### src/rtl/io_port_controller.sv
// Memory-mapped I/O port block: output latch, synchronised/debounced input,
// sticky change flag with optional interrupt, and window decode for read muxing.
module io_port_controller #(
    parameter logic [31:0] IO_BASE         = 32'h1001_0040,
    parameter int unsigned DEBOUNCE_CYCLES = 4,
    parameter logic [31:0] OUT_RESET       = 32'h0000_0000
) (
    input  logic        clk,
    input  logic        reset,
    input  logic [31:0] Address,
    input  logic [31:0] WriteData,
    input  logic        MemWrite,
    input  logic        MemRead,
    input  logic [7:0]  PortIn,
    output logic [31:0] ReadData,
    output logic        IOSelect,
    output logic [31:0] PortOut,
    output logic        ChangeIRQ
);

    localparam int unsigned CNT_W = (DEBOUNCE_CYCLES > 1) ? $clog2(DEBOUNCE_CYCLES) : 1;
    localparam logic [CNT_W-1:0] CNT_MAX = CNT_W'(DEBOUNCE_CYCLES - 1);

    localparam logic [1:0] OFF_PORT_OUT = 2'd0;
    localparam logic [1:0] OFF_PORT_IN  = 2'd1;
    localparam logic [1:0] OFF_STATUS   = 2'd2;
    localparam logic [1:0] OFF_CONTROL  = 2'd3;

    logic [7:0]       sync1;
    logic [7:0]       sync2;
    logic [7:0]       candidate;
    logic [7:0]       stable;
    logic [CNT_W-1:0] count;
    logic             chg;
    logic             ie;
    logic [1:0]       offset;
    logic             wr;
    logic             accept;
    logic [1:0]       unused_addr_lsb;

    // Word-only access: byte offset within a word carries no meaning here.
    assign unused_addr_lsb = Address[1:0];

    assign IOSelect  = (Address[31:4] == IO_BASE[31:4]);
    assign offset    = Address[3:2];
    assign wr        = MemWrite & IOSelect;
    assign ChangeIRQ = chg & ie;

    // A candidate held long enough and differing from the accepted value is taken.
    assign accept = (sync2 == candidate) && (count == CNT_MAX) && (candidate != stable);

    // Input synchroniser and debounce counter
    always_ff @(posedge clk or posedge reset) begin
        if (reset) begin
            sync1     <= 8'h00;
            sync2     <= 8'h00;
            candidate <= 8'h00;
            stable    <= 8'h00;
            count     <= '0;
        end else begin
            sync1 <= PortIn;
            sync2 <= sync1;
            if (sync2 != candidate) begin
                candidate <= sync2;
                count     <= '0;
            end else if (count < CNT_MAX) begin
                count <= count + CNT_W'(1);
            end else if (accept) begin
                stable <= candidate;
            end
        end
    end

    // Software-visible registers; a new acceptance beats a same-edge W1C.
    always_ff @(posedge clk or posedge reset) begin
        if (reset) begin
            PortOut <= OUT_RESET;
            chg     <= 1'b0;
            ie      <= 1'b0;
        end else begin
            if (wr && offset == OFF_PORT_OUT) begin
                PortOut <= WriteData;
            end
            if (wr && offset == OFF_CONTROL) begin
                ie <= WriteData[0];
            end
            if (accept) begin
                chg <= 1'b1;
            end else if (wr && offset == OFF_STATUS && WriteData[0]) begin
                chg <= 1'b0;
            end
        end
    end

    // Load data mux; zero when not a load into this window.
    always_comb begin
        ReadData = 32'h0;
        if (MemRead && IOSelect) begin
            case (offset)
                OFF_PORT_OUT: ReadData = PortOut;
                OFF_PORT_IN:  ReadData = {24'h0, stable};
                OFF_STATUS:   ReadData = {31'h0, chg};
                OFF_CONTROL:  ReadData = {31'h0, ie};
                default:      ReadData = 32'h0;
            endcase
        end
    end

endmodule
### config.mk
export PLATFORM = sky130hd
export DESIGN_NAME = io_port_controller
export DESIGN_NICKNAME = d
export VERILOG_FILES = /design/src/rtl/io_port_controller.sv
export SDC_FILE = /design/constraint.sdc
export NUM_CORES = 1
export LEC_CHECK = 0
export ABC_AREA = 1
export CAP_MARGIN = 10
export CORE_MARGIN = 3
export CORE_UTILIZATION = 35
export CTS_CLUSTER_SIZE = 30
export DETAILED_ROUTE_END_ITERATION = 12
export HOLD_SLACK_MARGIN = 0.1
export PLACE_DENSITY_LB_ADDON = 0.05
export SLEW_MARGIN = 20
export SYNTH_ARGS = -nofsm -noshare
export SYNTH_HDL_FRONTEND = slang
export SYNTH_SLANG_ARGS = --single-unit
### constraint.sdc
create_clock -name clk -period 3.4 [get_ports clk]
set_input_delay 0.85 -clock clk [delete_from_list [all_inputs] [get_ports clk]]
set_output_delay 0.85 -clock clk [all_outputs]
set_load 0.05 [all_outputs]
==> results of run 1 <==
==> state kept, by name (all words and copies together), names as in the netlist <==
register	count
sync1	8
candidate	8
ie	1
sync2	8
chg	1
stable	8
PortOut	32
count	2
==> layout make-up <==
cell class                      instances  area, um2
Clock buffer                            9        124
Inverter                               21       78.8
Multi-Input combinational cell        289       1340
Timing Repair Buffer                  153       1860
Fill cell                             795       3540
Clock inverter                          7       67.6
Tap cell                              108        135
Sequential cell                        68       1700
==> worst max path at each step <==
stage                            from            to  slack (ns)  cells past startpoint
after floorplan           Address[27]   ReadData[2]        0.19                      9
after global placement     Address[5]  ReadData[30]        0.09                     10
after detailed placement   Address[9]  ReadData[27]        0.06                     10
after CTS                 Address[19]  ReadData[27]        0.05                     10
after global routing      Address[18]  ReadData[26]       -0.04                     10
final                     Address[19]  ReadData[22]        0.11                     10
==> stage by stage <==
step                      area, um2  total power [uW]
after floorplan                3250               903
after global placement         5070              1010
after detailed placement       5070              1010
after CTS                      5260              1670
after global routing           5310              1720
final                          5310              1640
==> report_power, final <==
| group | total, uW | switching [uW] | internal (uW) |
|---|---|---|---|
| combinational | 159 | 65.8 | 93.5 |
| clock | 647 | 313 | 334 |
| sequential | 833 | 10.2 | 823 |
| total | 1640 | 389 | 1250 |
==> routing by layer <==
layer	part of all wire [%]	routed length, um	global-route usage, %	vias to the layer above
met2	49	4540	29.7	93
met4	1.6	151	5.25	0
li1	-	-	-	1565
met1	43	3980	25.0	1416
met5	0	0	0	-
met3	6.1	562	3.96	12
==> cells by family after synthesis <==
family / synth area share (%)
compound gates: 1.58
xor+xnor: 1.62
fa+ha+maj: 0.385
buf+inv: 7.40
flops: 52.4
mux: 0.308
simple gates: 36.3
==> worst max-delay path: cells and delay by family <==
kind	cells	cell delay, ns
buffers and inverters	3	0.75
AND/OR/NAND/NOR	7	0.83
==> cells in the final DEF (no fill, tap or decap), drive strengths merged <==
cell type      netlist  layout
bufinv               0       1
or2                  1       1
mux2i                1       1
nand3b               2       2
xnor2                4       4
inv                 21      21
clkbuf              17       9
and3                 1       1
a211oi               1       1
ha                   1       1
a221oi               1       1
nand4               41      41
clkdlybuf4s50        0     106
clkinv               0       3
clkinvlp             0       3
nand2              170     170
xor2                 2       2
a21oi                7       7
nand3                5       5
nor2                50      50
buf                 13      47
dfrtp               68      68
nor3                 2       2
==> repair_timing <==
action | in CTS | in global routing
endpoints found under the setup margin | 0 | 22
setup buffers | 0 | 3
resized for setup | 0 | 9
==> flow_summary_export.csv, run 1 <==
group,metric,value,unit
clock_tree,clock_tree.buffer_depth,2,
clock_tree,root_buffer,"clkbuf_8",
synth,yosysMostFrequentCell,"nand2_1",
final_layout,nets,619,
worst_setup_path,start_kind,"input port",
floorplan,coreArea,8850,um2
hold_path,hold_class,"reg -> reg",
grt,grt_pass1_wl,15.2,mm
detailed_routing,dr.pass1.iters,4,
synth,synthFlopType,"dfrtp_1",
synth,synth_top_area_share,52.4,%
place,dp_cells,636,
synth,synth_edf_count,0,
detailed_routing,wire_per_inst,14.1,um
detailed_routing,vias,3086,
synth,ys_top_cells_by_area,"dfrtp_1 52%, nand2_1 19%, nand4_1 7.9%",
hold_path,worstHoldStart,"sync1[1]",
synth,avgSynthCellArea,7.95,um2
timing,finalSetupViolCount,0,
grt,antenna_found_initial,0,
timing,rsz0062_at_grt,"yes",
synth,synth_area,3250,um2
worst_setup_path,crit_type,"in -> out",
grt,grt_max_degree,48,
synth,synth_seq_cells,68,
synth,ys_types,27,
grt,grt_overflow,0,
place,gp_congestion,0.803,
worst_setup_path,r2r_setup_slack,1.90,ns
floorplan,die_w,102,um
worst_setup_path,worst_ep_required_time,2.55,ns
synth,ys_seq_area_share,52.4,%
hold_path,holdPathEnd,"sync2[1]",
detailed_routing,drc,0,
grt,grt_pass1_vias,2890,
timing,fin_crit_sh,96.8,%
clock_tree,numClockSinks,68,
timing,hold_viol,0,
timing,postLayoutSetupSlackWorst,0.110,ns
worst_setup_path,ff2ff_path_depth,8,
worst_setup_path,end_kind,"output pin",
place,port_buffers,139,
synth,syn-num-nets,485,
worst_setup_path,crit_top_cell,"nor2_1",
floorplan,die_area,10500,um2
timing,tightest_slew,0.635,ns
timing,fin_setup_tns,0,ns
detailed_routing,ant_nets,0,
grt,gr-usage-all-layers,18.4,%
final_layout,instances_no_fill,655,
run_status,run_status,"complete, no violations",
run,cap_violations,0,
clock_tree,cts_hold_buf,0,
power_and_ir_drop,leakage,0.00238,uW
timing,worst_clock_skew,0.00563,ns
worst_setup_path,cpPeakStageDelay,0.40,ns
synth,synth_cells,408,
place,place_hpwl,6.74,mm
clock_tree,htreeDepth,3,
timing,fmax,304,MHz
detailed_routing,first_iter_violations,155,
clock_tree,clk_pin_slew,0.08,ns
floorplan,io_pins,142,
worst_setup_path,r2r_start,"candidate[6]",
synth,yosys-top-cells-count,"168 x nand2_1, 68 x dfrtp_1, 48 x nor2_1",
floorplan,die_h,102,um
clock_tree,worstSkewPairLatency,0.34,ns
synth,synth_top_area_cell,"dfrtp_1",
worst_setup_path,crit_fanout,21,
worst_setup_path,r2r_end,"stable[4]",
detailed_routing,routed_wl,9.23,mm
final_layout,syn_to_final_growth,63.5,%
final_layout,layout-drive-gt1-share,14.8,%
clock_tree,cts_tree,"done",
timing,period_needed,3.29,ns
synth,async_flop_share,100,%
final_layout,fin_util,60.0,%
timing,max-slew-margin-rel,57.6,%
worst_setup_path,crit_chain,"clkdlybuf4s50_1, nor2_1, nand3b_1, nor2_1, nand2_1, nor2_2, nand2_4, buf_12, nor2_1, buf_12",
timing,finalMaxSlewViolations,0,
hold_path,holdPathStages,0,
clock_tree,cts_buffers,9,
timing,holdWs,0.350,ns
worst_setup_path,slowest_stage,"clkdlybuf4s50_1",
floorplan,start_util,36.7,%
synth,ys_warn_count,0,
floorplan,rows,34,
final_layout,diodes,0,
power_and_ir_drop,power_density,309,nW/um2
worst_setup_path,arrival,2.44,ns
power_and_ir_drop,peakVddDrop,0.372,mV
detailed_routing,viasPerCell,4.71,
place,post-place-ws,0.0555,ns
(Power assumes the default switching activity.)
==> inputs of run 2 (changes only) <==
SETUP_SLACK_MARGIN = 0.02   (was unset)
==> run 2 against run 1 <==
  * First-iteration DRC count up 6.5%
  * Register-to-register slack about the same
  * Die area unchanged
  * Final cell count down 0.31%
  * Routed wire length up 0.47%
  * Critical path depth unchanged
  * Global-route usage unchanged
  * Via count up 0.65%
  * Hold slack about the same
  * Count of clock-buffer cells in the layout unchanged
  * Clock power about the same
  * Non-clock buffer count down 2
  * Critical endpoint is now ReadData[26]
==> flow_summary_export.csv, run 2 (synthesized netlist as in run 1, its figures left out) <==
group,metric,value,unit
place,gp_congestion,0.803,
detailed_routing,viasPerCell,4.76,
final_layout,layout-drive-gt1-share,16.9,%
place,place_area,5070,um2
worst_setup_path,crit_chain,"clkdlybuf4s50_1, nor2_1, nand3b_1, nor2_1, nand2_1, nor2_4, nand2_4, buf_12, nor2_2, buf_12",
worst_setup_path,r2r_setup_slack,1.90,ns
worst_setup_path,crit_type,"in -> out",
final_layout,final_area,5350,um2
timing,hold_viol,0,
detailed_routing,ant_nets,0,
floorplan,die_h,102,um
final_layout,top_register,"PortOut",
final_layout,mostFrequentLayoutCell,"nand2_1",
worst_setup_path,critical_path_buf_inv_count,3,
worst_setup_path,crit_fanout,21,
worst_setup_path,worst_ep_required_time,2.55,ns
timing,max-slew-margin-rel,57.1,%
worst_setup_path,cp_top_family,"simple AND/OR/NAND/NOR gates",
worst_setup_path,end_kind,"output pin",
worst_setup_path,cpPeakStageDelay,0.41,ns
timing,period_needed,3.30,ns
timing,holdWs,0.350,ns
clock_tree,worstSkewPairLatency,0.34,ns
detailed_routing,vias,3106,
timing,fmax,303,MHz
final_layout,layout_common_cells,"168 x nand2_1, 106 x clkdlybuf4s50_1, 68 x dfrtp_1",
floorplan,start_util,36.7,%
run,cap_violations,0,
clock_tree,clk_pin_slew,0.08,ns
clock_tree,clock_tree.buffer_depth,2,
worst_setup_path,start_kind,"input port",
worst_setup_path,startpoint,"Address[19]",
power_and_ir_drop,power_density,307,nW/um2
grt,antenna_found_initial,0,
worst_setup_path,slowest_stage,"clkdlybuf4s50_1",
worst_setup_path,r2r_end,"stable[4]",
timing,worst_clock_skew,0.00569,ns
grt,grt_max_degree,48,
timing,fin_crit_sh,97.1,%
grt,grt_pass1_vias,2890,
floorplan,coreArea,8850,um2
floorplan,io_pins,142,
final_layout,fin_util,60.4,%
timing,tightest_slew,0.642,ns
detailed_routing,first_iter_violations,165,
detailed_routing,routed_wl,9.28,mm
timing,rsz0062_at_grt,"yes",
floorplan,die_w,102,um
hold_path,hold_class,"reg -> reg",
floorplan,rows,34,
clock_tree,cts_hold_buf,0,
final_layout,seqCellArea,1700,um2
timing,finalMaxSlewViolations,0,
grt,gr-usage-all-layers,18.4,%
worst_setup_path,cp.depth,10,
place,port_buffers,139,
clock_tree,root_buffer,"clkbuf_8",
timing,postLayoutSetupSlackWorst,0.100,ns
run_status,run_status,"complete, no violations",
final_layout,diodes,0,
final_layout,largest_reg_flops,32,
grt,grt_overflow,0,
worst_setup_path,r2r_start,"candidate[6]",
final_layout,nets,617,
final_layout,syn_to_final_growth,64.7,%
worst_setup_path,arrival,2.45,ns
final_layout,n_fill_cell,782,
detailed_routing,drc,0,
power_and_ir_drop,peakVddDrop,0.374,mV
clock_tree,numClockSinks,68,
place,place_hpwl,6.74,mm
final_layout,multi_input_area,1380,um2
timing,finalSetupViolCount,0,
floorplan,die_area,10500,um2
clock_tree,cts_buffers,9,
grt,grt_pass1_wl,15.2,mm
clock_tree,cts_tree,"done",
worst_setup_path,timing.critical_path.to,"ReadData[26]",
detailed_routing,wire_per_inst,14.2,um
clock_tree,htreeDepth,3,
power_and_ir_drop,leakage,0.00238,uW
place,post-place-ws,0.0555,ns
detailed_routing,dr.pass1.iters,5,
worst_setup_path,ff2ff_path_depth,8,
-- run 2: where the power goes --
part / switching (uW) / total (uW) / internal, uW / leakage, uW
Sequential: 10.2 / 833 / 823 / 0.000889
Clock: 314 / 648 / 334 / 0.0000910
Combinational: 65.8 / 159 / 93.5 / 0.00140
Total: 390 / 1640 / 1250 / 0.00238
-- run 2: stage by stage --
stage | cells | setup TNS, ns | power [uW]
CTS | 652 | 0 | 1670
finish | 653 | 0 | 1640
detailed placement | 636 | 0 | 1010
global route | 653 | -0.113 | 1720
global placement | 636 | 0 | 1010
floorplan | 408 | 0 | 903
-- run 2: what timing repair did --
action | CTS | global route
gates resized for setup | 0 | 24
endpoints found under the setup margin | 0 | 22
buffers inserted | 0 | 1
-- run 2: per-layer routing --
metal  wire [um]  global-route usage, %  up-vias
met5           0                      0        -
met4         141                   5.25        0
met3         611                   3.96       13
met2        4590                   29.7       97
met1        3930                   25.0     1435
li1            -                      -     1561
-- run 2: worst min path at each step --
stage,start,end,depth (start not counted)
after global routing,sync1[4],sync2[4],0
after floorplan,sync1[0],sync2[0],0
after CTS,sync1[1],sync2[1],0
after detailed placement,sync1[7],sync2[7],0
final,sync1[1],sync2[1],0
after global placement,sync1[0],sync2[0],0
-- run 2: final cells by class --
| cell class | count | share of cell area (%) |
|---|---|---|
| Timing Repair Buffer | 151 | 34.8 |
| Sequential cell | 68 | 31.8 |
| Inverter | 21 | 1.47 |
| Clock buffer | 9 | 2.32 |
| Clock inverter | 7 | 1.26 |
| Multi-Input combinational cell | 289 | 25.8 |
| Tap cell | 108 | 2.53 |
-- run 2: worst register-to-register path, stage by stage, from the launching register on --
cell and delay, ns:
dfrtp_1 0.44, nand2_1 0.09, nand2_1 0.05, nor2_1 0.12, nand2_1 0.13, nor2_4 0.26
nand3_4 0.16, nand2_1 0.09, nand2_1 0.05
==> inputs of run 3 (changes only) <==
SKIP_LAST_GASP = 1   (was unset)
==> results of run 3 <==
Final layout, timing and power as in run 2 (identical DEF).
